$ cat src/rtl/pc_unit.sv
// Program-counter unit: registered PC with stall and branch/jump/jr redirects,
// an exception vector with EPC/EXL, and a return-address stack for jal / jr $ra.
module pc_unit #(
  parameter int unsigned WIDTH        = 32,
  parameter logic [31:0] RESET_VECTOR = 32'h0000_0000,
  parameter logic [31:0] EXC_VECTOR   = 32'h0000_0180,
  parameter int unsigned RAS_DEPTH    = 4
) (
  input  logic             clock,
  input  logic             reset,
  input  logic             stall,
  input  logic [31:0]      instruction,
  input  logic             branch_control,
  input  logic             alu_zero_control,
  input  logic             jump_control,
  input  logic             link_control,
  input  logic             jr_control,
  input  logic             ret_control,
  input  logic [WIDTH-1:0] jr_target,
  input  logic             exception,
  input  logic             eret,
  output logic [WIDTH-1:0] pc,
  output logic [WIDTH-1:0] pc_plus4,
  output logic [WIDTH-1:0] epc,
  output logic             exl,
  output logic             ras_empty,
  output logic             ras_full,
  output logic             addr_error
);

  localparam int unsigned PTR_W = (RAS_DEPTH > 1) ? $clog2(RAS_DEPTH) : 1;
  localparam int unsigned CNT_W = PTR_W + 1;
  localparam logic [CNT_W-1:0] FULL_CNT = CNT_W'(RAS_DEPTH);

  logic [WIDTH-1:0] pc_q, pc_d;
  logic [WIDTH-1:0] epc_q, epc_d;
  logic             exl_q, exl_d;
  logic             aerr_q, aerr_d;
  logic [PTR_W-1:0] ptr_q, ptr_d;
  logic [CNT_W-1:0] cnt_q, cnt_d;
  logic [WIDTH-1:0] ras_q [RAS_DEPTH];
  logic             ras_we;

  logic [WIDTH-1:0] branch_tgt, jump_tgt, jr_sel, ras_top;
  logic             ras_hit, misaligned, take_exc, redirect_ok, do_pop, do_push;
  logic             unused_opcode;

  assign unused_opcode = ^instruction[31:26];

  assign pc_plus4   = pc_q + WIDTH'(4);
  assign branch_tgt = pc_plus4 + {{(WIDTH-18){instruction[15]}}, instruction[15:0], 2'b00};
  assign jump_tgt   = {pc_plus4[WIDTH-1:28], instruction[25:0], 2'b00};

  // Top of stack sits one below the write pointer.
  assign ras_top    = ras_q[ptr_q - PTR_W'(1)];
  assign ras_empty  = (cnt_q == '0);
  assign ras_full   = (cnt_q == FULL_CNT);
  assign ras_hit    = ret_control && !ras_empty;
  assign jr_sel     = ras_hit ? ras_top : jr_target;

  assign misaligned  = jr_control && (jr_sel[1:0] != 2'b00);
  assign take_exc    = exception || misaligned;
  assign redirect_ok = !take_exc && !eret && !stall;
  assign do_pop      = redirect_ok && jr_control && ras_hit;
  assign do_push     = redirect_ok && jump_control && link_control && !do_pop;

  // Next-PC and mode selection.
  always_comb begin
    pc_d   = pc_q;
    epc_d  = epc_q;
    exl_d  = exl_q;
    aerr_d = misaligned;
    if (take_exc) begin
      pc_d = WIDTH'(EXC_VECTOR);
      if (!exl_q) begin
        epc_d = pc_q;
        exl_d = 1'b1;
      end
    end else if (eret) begin
      pc_d  = epc_q;
      exl_d = 1'b0;
    end else if (stall) begin
      pc_d = pc_q;
    end else if (jr_control) begin
      pc_d = jr_sel;
    end else if (jump_control) begin
      pc_d = jump_tgt;
    end else if (branch_control && alu_zero_control) begin
      pc_d = branch_tgt;
    end else begin
      pc_d = pc_plus4;
    end
  end

  // Stack pointer/count; a full push overwrites the oldest slot.
  always_comb begin
    ptr_d  = ptr_q;
    cnt_d  = cnt_q;
    ras_we = 1'b0;
    if (do_pop) begin
      ptr_d = ptr_q - PTR_W'(1);
      cnt_d = cnt_q - CNT_W'(1);
    end else if (do_push) begin
      ras_we = 1'b1;
      ptr_d  = ptr_q + PTR_W'(1);
      cnt_d  = (cnt_q == FULL_CNT) ? cnt_q : cnt_q + CNT_W'(1);
    end
  end

  always_ff @(posedge clock) begin
    if (reset) begin
      pc_q   <= WIDTH'(RESET_VECTOR);
      epc_q  <= '0;
      exl_q  <= 1'b0;
      aerr_q <= 1'b0;
      ptr_q  <= '0;
      cnt_q  <= '0;
    end else begin
      pc_q   <= pc_d;
      epc_q  <= epc_d;
      exl_q  <= exl_d;
      aerr_q <= aerr_d;
      ptr_q  <= ptr_d;
      cnt_q  <= cnt_d;
    end
  end

  always_ff @(posedge clock) begin
    if (!reset && ras_we) begin
      ras_q[ptr_q] <= pc_plus4;
    end
  end

  assign pc         = pc_q;
  assign epc        = epc_q;
  assign exl        = exl_q;
  assign addr_error = aerr_q;

endmodule

$ cat config.mk
export PLATFORM = sky130hd
export DESIGN_NAME = pc_unit
export DESIGN_NICKNAME = d
export VERILOG_FILES = /design/src/rtl/pc_unit.sv
export SDC_FILE = /design/constraint.sdc
export NUM_CORES = 1
export LEC_CHECK = 0
export BUFFER_PORTS_ARGS = -buffer_cell sky130_fd_sc_hd__buf_2
export CAP_MARGIN = 10
export CORE_MARGIN = 8
export CORE_UTILIZATION = 39
export CTS_BUF_LIST = sky130_fd_sc_hd__clkbuf_2 sky130_fd_sc_hd__clkbuf_4 sky130_fd_sc_hd__clkbuf_8
export CTS_CLUSTER_SIZE = 10
export DETAILED_ROUTE_END_ITERATION = 10
export GPL_TIMING_DRIVEN = 0
export HOLD_SLACK_MARGIN = 0.06
export PLACE_DENSITY = 0.65
export REMOVE_ABC_BUFFERS = 1
export SLEW_MARGIN = 15
export SYNTH_ARGS = -nofsm -noshare
export SYNTH_HDL_FRONTEND = slang
export SYNTH_SLANG_ARGS = --single-unit
$ cat constraint.sdc
create_clock -name clock -period 9.01 [get_ports clock]
set_clock_uncertainty 0.1 [all_clocks]
set_input_delay 1.802 -clock clock [delete_from_list [all_inputs] [get_ports clock]]
set_output_delay 1.802 -clock clock [all_outputs]
set_load 0.03 [all_outputs]
Word level (Yosys, flattened, before mapping):

Memories as Yosys holds them, arrays and structs flattened.
Index checks and enable logic that the tools add are counted.

* eq/ne operators: 4
* bitwise operators: 1
* multiplexer cells: 18
* reductions and logical operators: 25
* add/sub/neg operators: 6

Operators with widths (count)
* $mux 32: 6
* $add 32x3->32 const B: 1
* $add 32x32->32: 1
* $logic_and 1x1->1: 11
* $mux 3: 3
* $mux 9: 1
* $logic_not 1->1: 6
* $mux 1: 6
* $reduce_bool 2->1: 3
* $mux 2: 2
* $ne 2x1->1 const B: 2
* $reduce_and 2->1: 2
* $add 3x1->3 const B: 1
* $eq 3x3->1 const B: 1
* $logic_not 3->1: 1
* $ne 3x1->1 const B: 1
* $sub 3x1->3 const B: 1
* $add 2x1->2 const B: 1
* $reduce_or 2->1: 1
* $sub 2x1->2 const B: 1
* $logic_or 1x1->1: 1
* $not 1->1: 1

* RAM bits: 128
* word-level logic and storage cells: 62
* output and inout bits: 100
* memories: 1
* input bits: 75
* register bits: 71

Memories
* ras_q: depth 4, bits a word 32, rd ports 1, clocked after memory_dff 0, wr ports 1, RTL line 41 `logic [WIDTH-1:0] ras_q [RAS_DEPTH];`

Logic depth before layout (Yosys ltp):

Gate-level depths: netlist of the first run.

* word-level depth: 19
* gate-level depth with buffers: 19
* mapped depth without buffers: 18

Worst setup path before layout of the first run:

OpenSTA, ideal clock, no wires.

* path type: reg-to-reg
* start point: reg pc_q[2], in the netlist pc[2]
* end point: reg pc_q[25], in the netlist pc[25]
* arrival: 4388 ps
* library setup time: 132 ps
* clock period less this slack: 4620 ps
* buffers on the path: 2
* data required time: 8778 ps
* setup slack: 4390 ps
* stages on the path, launching flop included: 18
* path through: dfxtp_1 > ha_1 > and3_2 > clkbuf_1 > nand3_1 > xnor2_1 > ha_1 > clkbuf_1 > and3_1 > and3_1 > a32oi_1 > a211oi_1 > or3_1 > a31oi_1 > nor4b_1 > a41o_1 > o21ai_1 > a21oi_1

* cells in the longest elaborated chain, start to end: 7

RTL lines
* from (decl): RTL line 35 `logic [WIDTH-1:0] pc_q, pc_d;`
* from (signal assigned): RTL line 112 `pc_q <= WIDTH'(RESET_VECTOR);`
* from (signal assigned): RTL line 119 `pc_q <= pc_d;`
* $add 32x3->32: RTL line 50 `assign pc_plus4 = pc_q + WIDTH'(4);`
* via pc_plus4[14]: RTL line 23 `output logic [WIDTH-1:0] pc_plus4,`
* $add 32x32->32: RTL line 51 `assign branch_tgt = pc_plus4 + {{(WIDTH-18){instruction[15]}}, instruction[15:0], 2'b00};`
* $mux 32: RTL line 88 `end else if (branch_control && alu_zero_control) begin`
* $mux 32: RTL line 86 `end else if (jump_control) begin`
* $mux 32: RTL line 84 `end else if (jr_control) begin`
* $mux 32: RTL line 82 `end else if (stall) begin`
* $mux 32: RTL line 79 `end else if (eret) begin`

The timed path passes the listed nets, and every way through them passes these cells. The select of a mux whose other input is x is not followed.
A chain may end at the register's enable or synchronous reset.

Worst setup path after layout of the first run:

* start point: reg pc_q[8], in the netlist pc[8]
* end point: out pc_plus4[30]

* cells in the longest elaborated chain, start to end: 1

RTL lines (RTL line)
* $add 32x3->32: 50
* to (decl): 23

Every way passes these cells.

==> impl_metrics.ini, run 1 <==
[clocking]
cts.hold.buffers_added = 0
cts.sinks = 199
path_clk_slew_ns = 0.11
cts_tree = built
cts-root-buf = clkbuf_8
clock_latency_ns = 0.48
cts_made_buffers = 17
ctsHtreeMaxLevel = 4
cts_buffer_depth = 2
post_cts.repair.setup_buffers = 0
ctsResizeCount = 0

[cells_and_area]
final_nets = 1309
syn2layout_area_growth_pct = 15.7
drive_gt1_frac = 0.228
fillers = 2619
fin_area_um2 = 12600
stdcell_count = 1584

[sta]
fmax_mhz = 195
tns_ns = 0
post-route-period-util = 0.569
worst_slew_pin_slew_ns = 1.25
setup_violations = 0
drv_slew = 0
hold_viol = 0
slew_headroom = 0.162
finalCriticalPeriod_ns = 5.13
rsz0062_at_grt = false
fin_ws_ns = 3.88

[logic_synthesis]
yosysTopAreaCellShare = 0.354
async_flop_share = 0
synth_commonest_cells = nand2_1 (171), edfxtp_1 (128), a21oi_1 (120), dfxtp_1 (71), nor2_1 (64)
ys_seq_elements = 199
syn_avg_cell_area_um2 = 10.3
synth.area.top_cells = edfxtp_1 (35%), dfxtp_1 (13%), mux4_2 (6.6%)
synth_edf_count = 128
ys_seq_area_frac = 0.485
ys.warnings.count = 0
synth_area_um2 = 10900
synthCells = 1056
ys_types = 73
netlist.top_cell.by_area = edfxtp_1
synth_most_common_cell = nand2_1
synth_top_flop_cell = edfxtp_1

[die]
initial_utilization = 0.393
ios = 175
fp.dieW_um = 183
die-area_um2 = 33400
die_h_um = 183
core_um2 = 27600
num_rows = 61

[global_routing]
grt_pass1_vias = 8669
grt_use_total = 0.207
grt_max_degree = 47
grt_pass1_wl_um = 52700
grtUsageMet2 = 0.335
grt_antenna_before_repair = 6
grt_overflow = 0
grt_use_met3 = 0.0596
top_usage_layer = met2
use_met1 = 0.260

[placement]
io_buffers = 168
placed_area_um2 = 12200
place.gp.congestion = 0.888
hpwlAfterDp_um = 24500
dp_slack_ns = 3.86
place_inst = 1551

[detailed_routing]
drt_iter0_drc = 726
drtPass1Iterations = 5
vias_per_cell = 5.69
drtAntennaViolNets = 0
routedWlPerCell_um = 22.0
via_count = 9015
drc = 0
totalWireLength_um = 34900

[setup_path]
rr_startpoint = ptr_q[0]
worst-path-max-fanout = 8
start_kind = flip-flop
critPathCaptureType = output port
critPathLaunch = pc[8]
worstSetupPathType = flip-flop to output port
cp_slowest_cell = xnor2_1
crit_required_ns = 7.11
path_cells = and3_1, and2_4, and3_1, nand2_1, nor2_1, nand2_1, xnor2_1, buf_2
critPathMaxStageDelay_ns = 0.56
worst_ep_arrival_time_ns = 3.23

[min_path]
hp-class = flip-flop to flip-flop
min_from = epc[17]

[run_status]
outcome = finished, final reports clean

[flow_run]
maxCapViolCount = 0

[power]
ir_drop_mv = 0.0780
power.density_nw_per_um2 = 144
p_leak_nw = 4.81
p_total_mw = 1.81
==> cell families (layout without fill, tap and decap cells) <==
kind of cell    count (synthesis)  count (layout)  share of synthesized area
fa+ha+maj                      42              42                     0.0498
simple gates                  348             348                      0.149
mux                            50              50                     0.0831
flops                         199             199                      0.485
compound gates                272             272                      0.154
other cells                     0               1                          0
xor+xnor                       53              53                     0.0435
buf+inv                        92             241                     0.0361
==> registers in the layout, indices dropped and copies added (netlist names) <==
signal / cells
addr_error: 1
cnt_q: 3
epc: 32
exl: 1
pc: 32
ptr_q: 2
ras_q: 128
==> final timing paths <==
path	end	slack, ns	depth (start not counted)
max reg2reg	ras_q[0][15]	4.15	11
min reg2reg	epc[17]	0.38	2
min	epc[17]	0.38	2
max	pc_plus4[30]	3.88	8
==> cells in the final DEF, fill, tap and decap left out, drive strengths merged, types with 4 or more instances in the layout <==
master,count
nand2,171
o21bai,7
mux4,32
nor2,66
a311oi,6
xor2,14
ha,40
dfxtp,71
a21o,11
and2,8
a31oi,11
and4,4
and3,20
nand4,8
mux2i,17
nand3,30
o221ai,4
xnor2,39
o211ai,10
nor2b,8
inv,39
or2,4
o21ai,47
clkbuf,18
a221oi,10
buf,178
nor3,11
clkinv,4
or3,4
a211oi,22
a21oi,120
nand2b,5
edfxtp,128
==> power by group <==
| part | internal, mW | switching (mW) |
|---|---|---|
| Combinational | 0.0828 | 0.161 |
| Sequential | 0.970 | 0.0107 |
| Clock | 0.231 | 0.350 |
==> area by class of cell <==
type / count / area (um^2) / area share
flip-flops and latches: 199 / 5270 / 0.420
multi-input cells: 765 / 5230 / 0.417
repair buffers: 178 / 1090 / 0.0867
well taps: 378 / 473 / 0.0377
clock buffers: 18 / 241 / 0.0192
clock inverters: 14 / 138 / 0.0110
inverters: 31 / 116 / 0.00926
diodes: 1 / 2.50 / 0.000199
==> per-stage QoR <==
step,util,hold slack (ns)
2_1_floorplan,-,0.361
3_3_place_gp,0.430,0.356
3_5_place_dp,0.441,0.362
4_1_cts,0.454,0.378
5_1_grt,0.454,0.396
6_report,0.455,0.379
==> metal layers <==
metal / share of wire / wire length, um / vias up
li1: - / - / 4164
met1: 0.41 / 14400 / 4342
met2: 0.46 / 16100 / 416
met3: 0.092 / 3200 / 81
met4: 0.032 / 1120 / 12
met5: 0.0019 / 67 / -
==> worst max-delay path, delay by kind of cell, from the launching register on <==
kind	cells	cell delay (ns)
buf+inv	1	0.32
xor+xnor	1	0.56
flops	1	0.50
simple gates	6	1.36
No activity file was read; power rests on OpenSTA's default activity.
==> run 2, diff against run 1 <==
PLACE_DENSITY = 0.67   (was 0.65)
clock period = 4.7 ns   (was 9.01 ns; I/O delays follow)
==> impl_metrics.ini, run 2 (same netlist as run 1, synthesis figures left out) <==
[placement]
place_inst = 1551
place.gp.congestion = 0.876
io_buffers = 168
hpwlAfterDp_um = 24900
placed_area_um2 = 12200
dp_slack_ns = -0.233

[setup_path]
rr_startpoint = pc[2]
crit_family = simple AND/OR/NAND/NOR gates
timing.rr.end = pc[25]
critPathCaptureType = flip-flop
start_kind = flip-flop
worstSetupPathType = flip-flop to flip-flop
cp_num_buf_inv = 0
reg2reg_depth = 15
reg2reg_slack_ns = 0.20
worst-path-max-fanout = 9
crit_required_ns = 4.93
path_cells = ha_1, and3_2, nand3_1, xnor2_2, ha_1, and3_1, and3_1, a32oi_1, a211oi_1, or3_1, a31oi_1, nor4b_1, a41o_1, o21ai_1, a21oi_1
critPathMaxStageDelay_ns = 0.56
cp_slowest_cell = dfxtp_1
worst_ep_arrival_time_ns = 4.73

[min_path]
min_from = epc[30]
holdPathEnd = epc[30]
holdPathStages = 2
hp-class = flip-flop to flip-flop

[cells_and_area]
syn2layout_area_growth_pct = 16.8
regMostFlops = ras_q
largest_reg_flops = 128
final_cell_mix = nand2_1 (170), buf_2 (168), edfxtp_1 (128), a21oi_1 (120), dfxtp_1 (70)
drive_gt1_frac = 0.234
antenna_cells = 0
stdcell_count = 1585
fin_area_um2 = 12700
final_nets = 1311
final_common_cell = nand2_1

[clocking]
ctsHtreeMaxLevel = 4
path_clk_slew_ns = 0.11
cts-root-buf = clkbuf_8
cts.sinks = 199
cts_buffer_depth = 2
clock_latency_ns = 0.49
cts_tree = built
cts_made_buffers = 17

[global_routing]
grt_use_total = 0.210
grt_pass1_vias = 9065
grt_pass1_wl_um = 53900
grt_overflow = 0
grt_antenna_before_repair = 4
grt_max_degree = 47

[detailed_routing]
totalWireLength_um = 35200
via_count = 8985
drc = 0
drt_iter0_drc = 633
routedWlPerCell_um = 22.2
vias_per_cell = 5.67
drtPass1Iterations = 5
drtAntennaViolNets = 0

[die]
core_um2 = 27600
fp.dieW_um = 183
ios = 175
num_rows = 61
die-area_um2 = 33400
initial_utilization = 0.393
die_h_um = 183

[sta]
slew_headroom = 0.208
drv_slew = 0
hold_viol = 0
fin_ws_ns = 0.198
finalCriticalPeriod_ns = 4.50
setup_violations = 0
rsz0062_at_grt = true
fmax_mhz = 222
post-route-period-util = 0.958
worst_slew_pin_slew_ns = 1.19
whs_ns = 0.382

[flow_run]
maxCapViolCount = 0

[run_status]
outcome = finished, final reports clean

[power]
power.density_nw_per_um2 = 277
ir_drop_mv = 0.150
p_leak_nw = 4.88
==> run 2: layout make-up <==
cell class / count / area, um^2
clock buffer: 18 / 241
timing repair buffer: 180 / 1110
inverter: 31 / 116
tap: 378 / 473
fill: 2640 / 15000
sequential: 199 / 5270
multi-input combinational: 765 / 5300
clock inverter: 14 / 169
==> run 2: metal layers <==
metal,part of all wire,track usage
met5,0.0013,0
met4,0.025,0.0784
met3,0.078,0.0507
met2,0.48,0.346
met1,0.42,0.266
==> run 2: per-stage QoR <==
stage | power [mW] | util | TNS, ns
after global routing | 3.63 | 0.459 | -0.152
after global placement | 2.36 | 0.430 | -580.21
after CTS | 3.52 | 0.456 | 0
after detailed placement | 2.38 | 0.441 | -10.71
final | 3.51 | 0.459 | 0
after floorplan | 2.19 | - | -107.89
==> run 2: worst max-delay path by stage <==
| stage | cells after the start | slack (ns) | endpoint | start |
|---|---|---|---|---|
| after global placement | 9 | -3.32 | ras_q[2][11] | ptr_q[0] |
| after detailed placement | 12 | -0.23 | ras_q[2][24] | ptr_q[0] |
| after global routing | 15 | -0.11 | pc[25] | pc[2] |
| after CTS | 12 | 0.006 | ras_q[1][27] | ptr_q[0] |
| after floorplan | 9 | -0.79 | ras_q[0][0] | ptr_q[0] |
| final | 15 | 0.20 | pc[25] | pc[2] |
==> run 2: report_power, final <==
group	switching [mW]	leakage [nW]	internal, mW
registers	0.0211	1.77	1.86
logic	0.310	2.91	0.160
clock network	0.664	0.198	0.494
==> run 2: timing repair <==
action / in CTS / in global routing
endpoints found under the setup margin: 95 / 90
hold buffers: 0 / 0
gates resized for setup: 3 / 9
buffers inserted: 0 / 2
pin swaps: 0 / 1
==> run 2: tightest hold or removal path, delay by kind of cell, from the launching register on <==
kind               cells  cell delay [ns]
AOI/OAI and AO/OA      1             0.05
and+or+nand+nor        1             0.06
DFF                    1             0.34
==> run 3, diff against run 2 <==
ABC_AREA = 1   (was not set)
PLACE_DENSITY = 0.66   (was 0.67)
==> impl_metrics.ini, run 3 <==
[logic_synthesis]
synth_edf_count = 128
synth_top_flop_cell = edfxtp_1
synth.area.top_cells = edfxtp_1 (31%), nand2_1 (15%), dfxtp_1 (12%)
synth_commonest_cells = nand2_1 (490), inv_1 (202), nor2_1 (199), edfxtp_1 (128), a21oi_1 (126)
synth_most_common_cell = nand2_1
yosysTopAreaCellShare = 0.312
synth_area_um2 = 12300
ys_seq_area_frac = 0.427
syn_avg_cell_area_um2 = 7.28
ys_types = 53
ys.warnings.count = 0
synthCells = 1693
async_flop_share = 0
netlist.top_cell.by_area = edfxtp_1
ys_seq_elements = 199

[setup_path]
worst-path-max-fanout = 66
path_cells = buf_12, inv_6, ha_2, inv_8, nor2_1, o21ai_0, nand3_1, nand2_1, nand2_2, nor2_8, nand2_1, inv_1, nand4_1, nor2_4, buf_16
cpMostUsedCell = nand2_1
critPathCaptureType = flip-flop
start_kind = flip-flop
worstSetupPathType = flip-flop to flip-flop
critPathMaxStageDelay_ns = 0.50
cp_slowest_cell = ha_2
worst_ep_arrival_time_ns = 4.46
crit_required_ns = 4.79

[cells_and_area]
largest_reg_flops = 128
fillers = 3202
syn2layout_area_growth_pct = 13.9
multi_input_area_um2 = 5980
final_cell_mix = nand2_1 (490), inv_1 (199), nor2_1 (194), buf_2 (168), edfxtp_1 (128)
fin_util = 0.448
final_nets = 1941
regMostFlops = ras_q
final_common_cell = nand2_1
stdcell_count = 2239
drive_gt1_frac = 0.143
seqCellArea_um2 = 5270
antenna_cells = 0

[global_routing]
grtUsageMet2 = 0.371
use_met1 = 0.306
grt_pass1_vias = 11300
grt_antenna_before_repair = 0
top_usage_layer = met2
grt_pass1_wl_um = 66800
grt_use_met3 = 0.0392
grt_overflow = 0
grt_use_total = 0.228
grt_max_degree = 67

[power]
ir_drop_mv = 0.152
power.density_nw_per_um2 = 263
p_total_mw = 3.70
p_leak_nw = 6.43

[run_status]
outcome = finished, final reports clean

[clocking]
cts-root-buf = clkbuf_8
cts_buffer_depth = 2
cts.sinks = 199
cts_tree = built
cts_made_buffers = 17
ctsHtreeMaxLevel = 4
clock_latency_ns = 0.50
path_clk_slew_ns = 0.12

[detailed_routing]
drtPass1Iterations = 5
vias_per_cell = 5.30
via_count = 11900
totalWireLength_um = 44100
drc = 0
drt_iter0_drc = 1009
routedWlPerCell_um = 19.7
drtAntennaViolNets = 0

[die]
initial_utilization = 0.394
ios = 175
fp.dieW_um = 194
core_um2 = 31300
num_rows = 65
die-area_um2 = 37600
die_h_um = 194

[sta]
slew_headroom = 0.217
rsz0062_at_grt = false
post-route-period-util = 0.931
hold_viol = 0
finalCriticalPeriod_ns = 4.37
drv_slew = 0
worst_slew_pin_slew_ns = 1.17
fmax_mhz = 229
setup_violations = 0

[placement]
io_buffers = 168
hpwlAfterDp_um = 33400
place.gp.congestion = 0.963
place_inst = 2202

[flow_run]
maxCapViolCount = 0

[min_path]
hp-class = flip-flop to flip-flop
## run 3: changes by cell type after synthesis, moves of 36 or more
cell and change:
inv_1 +173, nand2_1 +319, nand3_1 +62, nor2_1 +135, o21ai_0 +63, xnor2_1 -36
## run 3: final cells by class
type                            instances  share of cell area
Timing Repair Buffer                  181              0.0773
Clock buffer                           18              0.0172
Inverter                              213              0.0580
Sequential cell                       199               0.375
Tap cell                              402              0.0358
Multi-Input combinational cell       1212               0.426
Clock inverter                         14              0.0107
## run 3: logic make-up (layout without fill, tap and decap cells)
logic type               count (synthesis)  count (layout)  share of synthesized area
AO/OA/AOI/OAI                          310             310                      0.142
buffers and inverters                  282             426                     0.0912
adder cells (fa/ha/maj)                 42              42                     0.0438
flip-flops                             199             199                      0.427
AND/OR/NAND/NOR                        842             842                      0.283
XOR/XNOR                                18              18                     0.0128
## run 3: path summary, 6_finish.rpt
| check | from | slack, ns | end | depth (start not counted) |
|---|---|---|---|---|
| setup reg to reg | ptr_q[0] | 0.33 | ras_q[1][28] | 15 |
| hold reg to reg | cnt_q[0] | 0.38 | cnt_q[0] | 1 |
| setup / recovery | ptr_q[0] | 0.33 | ras_q[1][28] | 15 |
| hold / removal | cnt_q[0] | 0.38 | cnt_q[0] | 1 |
## run 3: layer usage
metal	vias to the layer above	share of wire
li1	5825	-
met1	5558	0.44
met2	443	0.46
met3	46	0.076
met4	0	0.021
met5	-	0
## run 3: stage by stage
stage / setup slack (ns) / cell area, um^2 / setup TNS [ns] / hold WS [ns]
3_3_place_gp: -5.09 / 13300 / -806.17 / 0.357
6_report: 0.325 / 14000 / 0 / 0.384
3_5_place_dp: -1.12 / 13600 / -128.09 / 0.370
2_1_floorplan: -1.33 / 12000 / -170.79 / 0.342
5_1_grt: 0.0779 / 14000 / 0 / 0.410
4_1_cts: 0.0545 / 14000 / 0 / 0.387
## run 3: report_power, final
group / internal, mW / switching (mW)
sequential: 1.88 / 0.0416
combinational: 0.192 / 0.477
clock: 0.408 / 0.697
## run 3: worst max-delay path, delay by kind of cell, from the launching register on
kind,cells,cell delay (ns)
fa+ha+maj,1,0.50
flops,1,0.47
compound gates,1,0.09
buf+inv,5,1.30
simple gates,8,1.52
## run 3: what timing repair did
action | CTS | global route
buffers inserted | 5 | 0
resized for setup | 3 | 4
hold endpoints to repair | 0 | 0
hold buffers | 0 | 0
endpoints found under the setup margin | 185 | 129
pin swaps | 4 | 0
